[config.mk]
export PLATFORM = sky130hd
export DESIGN_NAME = filter_seq_ctrl
export DESIGN_NICKNAME = d
export VERILOG_FILES = /design/src/rtl/package_settings.sv /design/src/rtl/filter_peak_tracker.sv /design/src/rtl/filter_seq_ctrl.sv
export SDC_FILE = /design/constraint.sdc
export NUM_CORES = 1
export LEC_CHECK = 0
export CAP_MARGIN = 20
export CORE_ASPECT_RATIO = 1.2
export CORE_MARGIN = 2
export CORE_UTILIZATION = 47
export DETAILED_ROUTE_END_ITERATION = 10
export PLACE_DENSITY = 0.74
export SYNTH_ARGS = -nofsm -noshare
export SYNTH_HDL_FRONTEND = slang
export SYNTH_SLANG_ARGS = --single-unit
[constraint.sdc]
create_clock -name clk -period 3.3 [get_ports clk]
set_clock_uncertainty 0.05 [all_clocks]
set_input_delay 0.99 -clock clk [delete_from_list [all_inputs] [get_ports clk]]
set_output_delay 0.99 -clock clk [all_outputs]
set_load 0.02 [all_outputs]
[src/rtl/package_settings.sv]
// Shared widths, default sequencer timing and the sequencer state type
// for the shaping-filter channel.
package package_settings;

  localparam int unsigned SIZE_FILTER_DATA = 16;
  localparam int unsigned SIZE_ADC_DATA    = 14;
  localparam int unsigned DEF_PIPE_LAT     = 6;
  localparam int unsigned DEF_FLUSH_CYC    = 4;
  localparam int unsigned TS_W             = 32;

  typedef enum logic [2:0] {
    IDLE,
    FLUSH,
    SETTLE,
    ARMED,
    PEAK
  } seq_state_t;

endpackage : package_settings

[src/rtl/filter_peak_tracker.sv]
// Tracks the running maximum (and optionally its timestamp) of one pulse on the
// filter output. Timestamp capture is built only with FILTER_SEQ_TIMESTAMP_EN.
module filter_peak_tracker
  import package_settings::*;
#(
  parameter int unsigned DW = SIZE_FILTER_DATA
) (
  input  logic          clk,
  input  logic          reset,
  input  logic          arm_i,
  input  logic          track_i,
  input  logic [DW-1:0] data_i,
  input  logic [DW-1:0] thr_i,
`ifdef FILTER_SEQ_TIMESTAMP_EN
  input  logic [TS_W-1:0] ts_i,
  output logic [TS_W-1:0] ts_o,
`endif
  output logic          above_c_o,
  output logic          done_c_o,
  output logic [DW-1:0] max_o
);

  logic [DW-1:0] max_q, max_d;
  logic          upd;
`ifdef FILTER_SEQ_TIMESTAMP_EN
  logic [TS_W-1:0] ts_q, ts_d;
`endif

  // Strict compares: equal samples never restart or move the peak.
  always_comb begin
    above_c_o = (data_i > thr_i);
    done_c_o  = track_i & ~above_c_o;
    upd       = (arm_i & above_c_o) | (track_i & (data_i > max_q));
    max_d     = max_q;
`ifdef FILTER_SEQ_TIMESTAMP_EN
    ts_d      = ts_q;
`endif
    if (upd) begin
      max_d = data_i;
`ifdef FILTER_SEQ_TIMESTAMP_EN
      ts_d  = ts_i;
`endif
    end
  end

  always_ff @(posedge clk or negedge reset) begin
    if (!reset) begin
      max_q <= '0;
`ifdef FILTER_SEQ_TIMESTAMP_EN
      ts_q  <= '0;
`endif
    end else begin
      max_q <= max_d;
`ifdef FILTER_SEQ_TIMESTAMP_EN
      ts_q  <= ts_d;
`endif
    end
  end

  assign max_o = max_q;
`ifdef FILTER_SEQ_TIMESTAMP_EN
  assign ts_o  = ts_q;
`endif

endmodule : filter_peak_tracker

[src/rtl/filter_seq_ctrl.sv]
// Run-time sequencer for one shaping-filter channel: config load, flush, settle,
// pulse peak detection and a one-deep event slot. FILTER_SEQ_TIMESTAMP_EN adds evt_time.
module filter_seq_ctrl
  import package_settings::*;
#(
  parameter int unsigned KW        = 5,
  parameter int unsigned MW        = 8,
  parameter int unsigned PIPE_LAT  = DEF_PIPE_LAT,
  parameter int unsigned FLUSH_CYC = DEF_FLUSH_CYC,
  parameter int unsigned DROPW     = 16
) (
  input  logic                        clk,
  input  logic                        reset,
  input  logic                        cfg_valid,
  output logic                        cfg_ready,
  input  logic [KW-1:0]               cfg_k,
  input  logic [KW-1:0]               cfg_l,
  input  logic [MW-1:0]               cfg_m,
  input  logic [SIZE_FILTER_DATA-1:0] cfg_thr,
  input  logic                        stop,
  output logic                        flt_reset_n,
  output logic [KW-1:0]               flt_k,
  output logic [KW-1:0]               flt_l,
  output logic [MW-1:0]               flt_m,
  input  logic [SIZE_FILTER_DATA-1:0] flt_data,
  output logic                        evt_valid,
  input  logic                        evt_ready,
  output logic [SIZE_FILTER_DATA-1:0] evt_amp,
`ifdef FILTER_SEQ_TIMESTAMP_EN
  output logic [TS_W-1:0]             evt_time,
`endif
  output logic                        armed,
  output logic [DROPW-1:0]            drop_cnt
);

  localparam int unsigned DW = SIZE_FILTER_DATA;
  localparam int unsigned SW = KW + 4;
  localparam int unsigned FW = $clog2(FLUSH_CYC + 1);
  localparam int unsigned CW = (SW > FW) ? SW : FW;

  seq_state_t     state_q, state_d;
  logic [CW-1:0]  cnt_q, cnt_d;
  logic [KW-1:0]  k_q, k_d, l_q, l_d;
  logic [MW-1:0]  m_q, m_d;
  logic [DW-1:0]  thr_q, thr_d;
  logic           cfg_ready_q, cfg_ready_d;
  logic           flt_rst_n_q, flt_rst_n_d;
  logic           armed_q, armed_d;
  logic           evt_valid_q, evt_valid_d;
  logic [DW-1:0]  evt_amp_q, evt_amp_d;
  logic [DROPW-1:0] drop_q, drop_d;
  logic [SW-1:0]  settle_len;
  logic           cfg_hs, ld_cfg, done_ev, slot_free;
  logic           pk_above, pk_done;
  logic [DW-1:0]  pk_max;
`ifdef FILTER_SEQ_TIMESTAMP_EN
  logic [TS_W-1:0] ts_q, ts_d, evt_time_q, evt_time_d, pk_ts;
`endif

  filter_peak_tracker #(.DW(DW)) u_peak (
    .clk       (clk),
    .reset     (reset),
    .arm_i     (state_q == ARMED),
    .track_i   (state_q == PEAK),
    .data_i    (flt_data),
    .thr_i     (thr_q),
`ifdef FILTER_SEQ_TIMESTAMP_EN
    .ts_i      (ts_q),
    .ts_o      (pk_ts),
`endif
    .above_c_o (pk_above),
    .done_c_o  (pk_done),
    .max_o     (pk_max)
  );

  // Next state, counters, latched config and event slot.
  always_comb begin
    state_d     = state_q;
    cnt_d       = cnt_q;
    k_d         = k_q;
    l_d         = l_q;
    m_d         = m_q;
    thr_d       = thr_q;
    evt_valid_d = evt_valid_q & ~evt_ready;
    evt_amp_d   = evt_amp_q;
    drop_d      = drop_q;
    ld_cfg      = 1'b0;
    cfg_hs      = cfg_valid & cfg_ready_q;
    settle_len  = SW'(k_q) + SW'(l_q) + SW'(PIPE_LAT);
    done_ev     = pk_done & ~stop & (state_q == PEAK);
    slot_free   = ~evt_valid_q | evt_ready;
`ifdef FILTER_SEQ_TIMESTAMP_EN
    ts_d        = ts_q + TS_W'(1);
    evt_time_d  = evt_time_q;
`endif

    if (stop) begin
      state_d = IDLE;
    end else begin
      unique case (state_q)
        IDLE: begin
          if (cfg_hs) ld_cfg = 1'b1;
        end
        FLUSH: begin
          if (cnt_q == '0) begin
            state_d = SETTLE;
            cnt_d   = CW'(settle_len);
          end else begin
            cnt_d = cnt_q - CW'(1);
          end
        end
        // A zero settle length still spends one cycle here.
        SETTLE: begin
          if (cnt_q <= CW'(1)) state_d = ARMED;
          else                 cnt_d   = cnt_q - CW'(1);
        end
        ARMED: begin
          if (cfg_hs)        ld_cfg  = 1'b1;
          else if (pk_above) state_d = PEAK;
        end
        PEAK: begin
          if (pk_done) state_d = ARMED;
        end
        default: state_d = IDLE;
      endcase
    end

    if (ld_cfg) begin
      state_d = FLUSH;
      cnt_d   = CW'(FLUSH_CYC - 1);
      k_d     = cfg_k;
      l_d     = cfg_l;
      m_d     = cfg_m;
      thr_d   = cfg_thr;
    end

    // Completed pulse either fills the slot or is counted as dropped.
    if (done_ev) begin
      if (slot_free) begin
        evt_valid_d = 1'b1;
        evt_amp_d   = pk_max;
`ifdef FILTER_SEQ_TIMESTAMP_EN
        evt_time_d  = pk_ts;
`endif
      end else if (drop_q != '1) begin
        drop_d = drop_q + DROPW'(1);
      end
    end

    cfg_ready_d = (state_d == IDLE) || (state_d == ARMED);
    flt_rst_n_d = (state_d != IDLE) && (state_d != FLUSH);
    armed_d     = (state_d == ARMED) || (state_d == PEAK);
  end

  always_ff @(posedge clk or negedge reset) begin
    if (!reset) begin
      state_q     <= IDLE;
      cnt_q       <= '0;
      k_q         <= '0;
      l_q         <= '0;
      m_q         <= '0;
      thr_q       <= '0;
      cfg_ready_q <= 1'b1;
      flt_rst_n_q <= 1'b0;
      armed_q     <= 1'b0;
      evt_valid_q <= 1'b0;
      evt_amp_q   <= '0;
      drop_q      <= '0;
`ifdef FILTER_SEQ_TIMESTAMP_EN
      ts_q        <= '0;
      evt_time_q  <= '0;
`endif
    end else begin
      state_q     <= state_d;
      cnt_q       <= cnt_d;
      k_q         <= k_d;
      l_q         <= l_d;
      m_q         <= m_d;
      thr_q       <= thr_d;
      cfg_ready_q <= cfg_ready_d;
      flt_rst_n_q <= flt_rst_n_d;
      armed_q     <= armed_d;
      evt_valid_q <= evt_valid_d;
      evt_amp_q   <= evt_amp_d;
      drop_q      <= drop_d;
`ifdef FILTER_SEQ_TIMESTAMP_EN
      ts_q        <= ts_d;
      evt_time_q  <= evt_time_d;
`endif
    end
  end

  assign cfg_ready   = cfg_ready_q;
  assign flt_reset_n = flt_rst_n_q;
  assign flt_k       = k_q;
  assign flt_l       = l_q;
  assign flt_m       = m_q;
  assign evt_valid   = evt_valid_q;
  assign evt_amp     = evt_amp_q;
  assign armed       = armed_q;
  assign drop_cnt    = drop_q;
`ifdef FILTER_SEQ_TIMESTAMP_EN
  assign evt_time    = evt_time_q;
`endif

endmodule : filter_seq_ctrl

Word-level counts from Yosys, hierarchy flattened
Cells that the tools add are included.

operators by class
  mux-type cells = 18
  bitwise gates (word level) = 14
  order comparisons = 3
  reductions and logical operators = 12
  eq/ne operators = 10
  add/sub/neg operators = 4

operators by type and width
  cell                     count
  $mux W9                  4
  $gt A16 B16 Y1           2
  $mux W3                  7
  $pmux W9 S2              1
  $add A16 B1 Y16 const B  1
  $ne A16 B16 Y1 const B   1
  $pmux W3 S5              1
  $eq A3 B2 Y1 const B     3
  $le A9 B1 Y1 const B     1
  $logic_not A9 Y1         1
  $sub A9 B1 Y9 const B    1
  $add A6 B3 Y7 const B    1
  $and A1 B1 Y1            7
  $add A5 B5 Y6            1
  $eq A3 B3 Y1 const B     2
  $logic_not A3 Y1         2
  $reduce_and A3 Y1        2
  $reduce_bool A3 Y1       2
  $mux W1                  5
  $not A1 Y1               5
  $eq A3 B1 Y1 const B     1
  $ne A3 B1 Y1 const B     1
  $ne A3 B3 Y1 const B     1
  $logic_or A1 B1 Y1       2
  other kinds (5)          6

storage, ports and cells
  logic and storage cells = 74
  input port bits = 55
  output and inout port bits = 54
  register bits = 98

Longest topological paths before layout
Gate-level depths: netlist of run 1.

  depth in word-level cells = 9
  gate-level depth with buffers = 11
  gate-level depth less buffers = 11

Cells and area by module
From an unflattened synthesis of run 1, not the netlist that was laid out.

second synthesis, totals
  cells, all modules = 535
  area total of the unflattened synthesis = 5,387.7 um2

modules (own cells, without submodules)
  module               instances  sequential area each (um2)  cells an instance  area an instance (um2)
  filter_seq_ctrl      1          2,053.2                     386                3,898.7
  filter_peak_tracker  1          400.4                       149                1,488.9

Worst setup path after synthesis of run 1
No wires, ideal clock.

  path type = input to register
  start = in flt_data[8]
  end = reg evt_amp_q[10], in the netlist evt_amp[10]
  cell stages on the path = 10
  setup slack = 0.050 ns
  data required time = 3.125 ns
  arrival = 3.075 ns
  buffers on the path = 2
  library setup time = 0.125 ns
  path through = ha_1 a21oi_1 a21boi_0 o31a_1 o41ai_2 or2_1 and3_1 buf_6 buf_8 mux2_4

between the ends
  longest elaborated chain between the ends = 6

RTL lines
  element                             line                       text
  from (decl)                         filter_seq_ctrl.sv:25      input logic [SIZE_FILTER_DATA-1:0] flt_data,
  $gt A16 B16 Y1                      filter_peak_tracker.sv:31  above_c_o = (data_i > thr_i);
  $not A1 Y1                          filter_peak_tracker.sv:32  done_c_o = track_i & ~above_c_o;
  $and A1 B1 Y1                       filter_peak_tracker.sv:32
  $and A1 B1 Y1 (2 in series)         filter_seq_ctrl.sv:90      done_ev = pk_done & ~stop & (state_q == PEAK);
  $reduce_and A2 Y1 (no source line)  --
  to (signal assigned)                filter_seq_ctrl.sv:184     evt_amp_q <= evt_amp_d;
  to (decl)                           filter_seq_ctrl.sv:50      logic [DW-1:0] evt_amp_q, evt_amp_d;

No other way between the ends.
A chain may end at the register's enable or synchronous reset.

Worst setup path in the final report of run 1
  start = in flt_data[7]
  end = reg drop_q[6], in the netlist drop_cnt[6]

between the ends
  longest elaborated chain between the ends = 6

RTL lines
  element                             line                       text
  $gt A16 B16 Y1                      filter_peak_tracker.sv:31
  $not A1 Y1                          filter_peak_tracker.sv:32
  $and A1 B1 Y1                       filter_peak_tracker.sv:32
  $and A1 B1 Y1 (2 in series)         filter_seq_ctrl.sv:90
  $reduce_and A3 Y1 (no source line)  --
  to (signal assigned)                filter_seq_ctrl.sv:185     drop_q <= drop_d;
  to (decl)                           filter_seq_ctrl.sv:51      logic [DROPW-1:0] drop_q, drop_d;

No other way between the ends.

==> results of run 1 <==
==> routing by layer <==
| layer | track usage | share of wire | routed length [um] |
|---|---|---|---|
| met4 | 0.0702 | 0.024 | 298 |
| met2 | 0.383 | 0.51 | 6410 |
| met3 | 0.0460 | 0.043 | 531 |
| met1 | 0.259 | 0.42 | 5210 |
| met5 | 0 | 0 | 0 |
==> repair_timing <==
item	in CTS	in global routing
gates cloned	2	0
setup endpoints to repair	33	27
pin swaps	20	6
gates resized for setup	24	11
hold buffers	0	0
hold endpoints to repair	0	0
setup buffers	3	1
==> cell usage after synthesis, types with 9 or more instances <==
cell type / number / area, um^2
nor3_1: 9 / 45.0
nand3_1: 16 / 80.1
inv_1: 45 / 169
dfrtp_1: 97 / 2430
mux2_4: 10 / 150
ha_1: 44 / 551
o21ai_0: 13 / 65.1
mux2_2: 57 / 642
a21oi_1: 18 / 90.1
nand2_1: 32 / 120
nand4_1: 10 / 62.6
xnor2_1: 11 / 96.3
nor2_1: 33 / 124
==> per-stage QoR <==
step / instances / power, W / hold slack [ps] / util / worst slack [ps]
4_1_cts: 758 / 0.00504 / 447 / 0.655 / 4.68
5_1_grt: 759 / 0.00539 / 473 / 0.658 / -8.33
3_3_place_gp: 737 / 0.00371 / 422 / 0.611 / -433
6_report: 759 / 0.00502 / 450 / 0.658 / 58.6
3_5_place_dp: 737 / 0.00380 / 433 / 0.611 / -503
2_1_floorplan: 474 / 0.00305 / 403 / - / 50.0
==> area by class of cell <==
cell class                 instances  area (um^2)
tap                              132          165
clock buffer                      13          280
inverter                          45          169
clock inverter                     3         45.0
multi-input combinational        322         2680
sequential                        98         2450
timing repair buffer             146         1430
fill                             849         3760
==> critical path, stage by stage <==
cell and delay, ps:
dlygate4sd2_1 260, ha_1 300, nand4_1 130, buf_4 170, nor4_4 310, a21boi_4 250
o41ai_4 100, buf_4 150, buf_4 130, o21ai_2 220, buf_4 190, nor3_1 60
xor2_1 140
==> registers in the layout, summed over array words and instances, names as in the netlist <==
| name | count |
|---|---|
| armed | 1 |
| cfg_ready | 1 |
| cnt_q | 9 |
| drop_cnt | 16 |
| evt_amp | 16 |
| evt_valid | 1 |
| flt_k | 5 |
| flt_l | 5 |
| flt_m | 8 |
| flt_reset_n | 1 |
| state_q | 3 |
| thr_q | 16 |
| u_peak.max_o | 16 |
==> worst min path at each step <==
stage / to / slack, ps / cells after the start
after global placement: cnt_q[8]$_DFFE_PN0P_ / 420 / 1
after CTS: cnt_q[8]$_DFFE_PN0P_ / 450 / 1
after floorplan: cnt_q[8]$_DFFE_PN0P_ / 400 / 1
after detailed placement: cnt_q[8]$_DFFE_PN0P_ / 430 / 1
final: drop_cnt[15]$_DFFE_PN0P_ / 450 / 1
after global routing: thr_q[12]$_DFFE_PN0P_ / 470 / 1
==> power groups by stage <==
stage	registers [W]	clock network [W]	logic, W
after floorplan	0.00186	0	0.00119
after global placement	0.00174	0	0.00197
after detailed placement	0.00177	0	0.00204
after CTS	0.00175	0.00115	0.00214
after global routing	0.00180	0.00119	0.00240
final	0.00175	0.00113	0.00215
==> cells by family (layout without fill, tap and decap cells) <==
group / after synthesis / count (layout) / share of synthesized area
AO/OA/AOI/OAI: 67 / 67 / 0.0841
adder cells (fa/ha/maj): 45 / 45 / 0.109
XOR/XNOR: 18 / 18 / 0.0300
AND/OR/NAND/NOR: 125 / 125 / 0.116
flip-flops: 98 / 98 / 0.467
buffers and inverters: 54 / 207 / 0.0438
multiplexers: 67 / 67 / 0.151
==> results.md, run 1 <==
- DRT iter0 DRCs: 113
- Outcome: completed
- Final TNS setup: 0 ps
- Worst hold path type: flip-flop to flip-flop
- Routed vias/inst: 5.43
- Vias in the first global route: 4316
- Pwr/cell area: between 600 and 700 nW/um^2
- DIE AREA: 12000 um^2
- Later-pin clock latency in the skew report: 340 ps
- Final net count: between 700 and 800
- Setup crit start: flt_data[7]
- Sw frac: 0.349
- Post-DR wirelength/cell: 16.4 um
- Rel. slew slack: 0.568
- Seq pwr share: 0.348
- Slew Limit Fails: 0
- Clock period minus worst slack: 3240 ps
- Die Y: approximately 120 um
- Synth warn: 0
- Commonest non-fill, non-tap cell in the layout: dfrtp_1
- Reg2Reg Depth: 13
- FFs w/ async S/R, synth: 1.00
- TritonCTS clock tree: built
- CP Class: input port to flip-flop
- Mapped Cells: roughly 470
- Flops & latches, synth: 98
- Htree depth: 3
- Post-Syn Nets: around 570
- Die Span X: 101 um
- Via count: 4121
- Synth unique cells: 54
- Crit end category: flip-flop
- Reg-to-reg startpoint: thr_q[7]$_DFFE_PN0P_
- CTS root buffer: clkbuf_16
- Port Buffers: ~110
- Avg Inst Size Synth: 11.1 um^2
- Worst slew pin tran: 648 ps
- DP Area: 6710 um^2
- Antenna diode count: 0
- NetSw: 0.00175 W
- Clock-pin slew on the worst setup and hold paths: 70 ps
- Max-cap violations: 0
- Fin. Hold Viols: 0
- Most frequent cells in the layout: dfrtp_1, clkdlybuf4s50_1, mux2_2, inv_1, ha_1
- Top FF cell, synth: dfrtp_1
- Worst R2R End: drop_cnt[6]$_DFFE_PN0P_
- Fin crit share: 0.982
- Internal Pwr Total: 0.00327 W
- RePlAce Congestion: 0.847
- Critical Path RT: 3470 ps
- Core area: 11000 um^2
- Synth-to-layout area growth: 37.5%
- Worst setup SP type: input port
- Share of layout cells above drive strength 1: 0.228
- Io pins: 109
- CTS Buf Count: 9
- Largest net degree at the start of global routing: 61
- First-pass GRT wire length: 20.6 mm
- DP HPWL: 8.88 mm
- Worst Path Max Fanout: 6
- Worst setup endpoint: drop_cnt[6]$_DFFE_PN0P_
- Routed wire length: 12.5 mm
- Buffer depth of the longest clock path: 2
- R2r setup slk: approximately 560 ps
- Initial Utilization: 0.478
- Final setup viols: 0
- Max Fclk: 0.309 GHz
- Final Cell Area: ~7200 um^2
- Detail Route Antenna Nets: 0
- Combinational share of power: 0.428
- Clock network power share: 0.224
- Clk sinks: 98
- GRT Util Overall: 0.216
- Register area share after synthesis: 0.467
- DRC Markers: 0
- Site Rows: 42
- Grt ovf: 0
- Pre-antenna DRT Iters: 4
- Mapped Area: approximately 5300 um^2
- Hold Crit Start: drop_cnt[15]$_DFFE_PN0P_
- Peak VDD IR: 547 uV
- Leakage power: 3.32 nW
- Worst EP arrival: 3410 ps
- Initial antenna violation count: 0
- Number of flops mapped to enable cells by yosys: 0
(Power assumes the default switching activity.)
==> run 2, diff against run 1 <==
--- a/config.mk
+++ b/config.mk
@@ -10,6 +10,7 @@
 export CORE_MARGIN = 2
 export CORE_UTILIZATION = 47
 export DETAILED_ROUTE_END_ITERATION = 10
+export GPL_ROUTABILITY_DRIVEN = 0
 export PLACE_DENSITY = 0.74
 export SYNTH_ARGS = -nofsm -noshare
 export SYNTH_HDL_FRONTEND = slang
==> results of run 2 <==
Same layout as run 1: the final DEF is identical, and so are final timing and power.
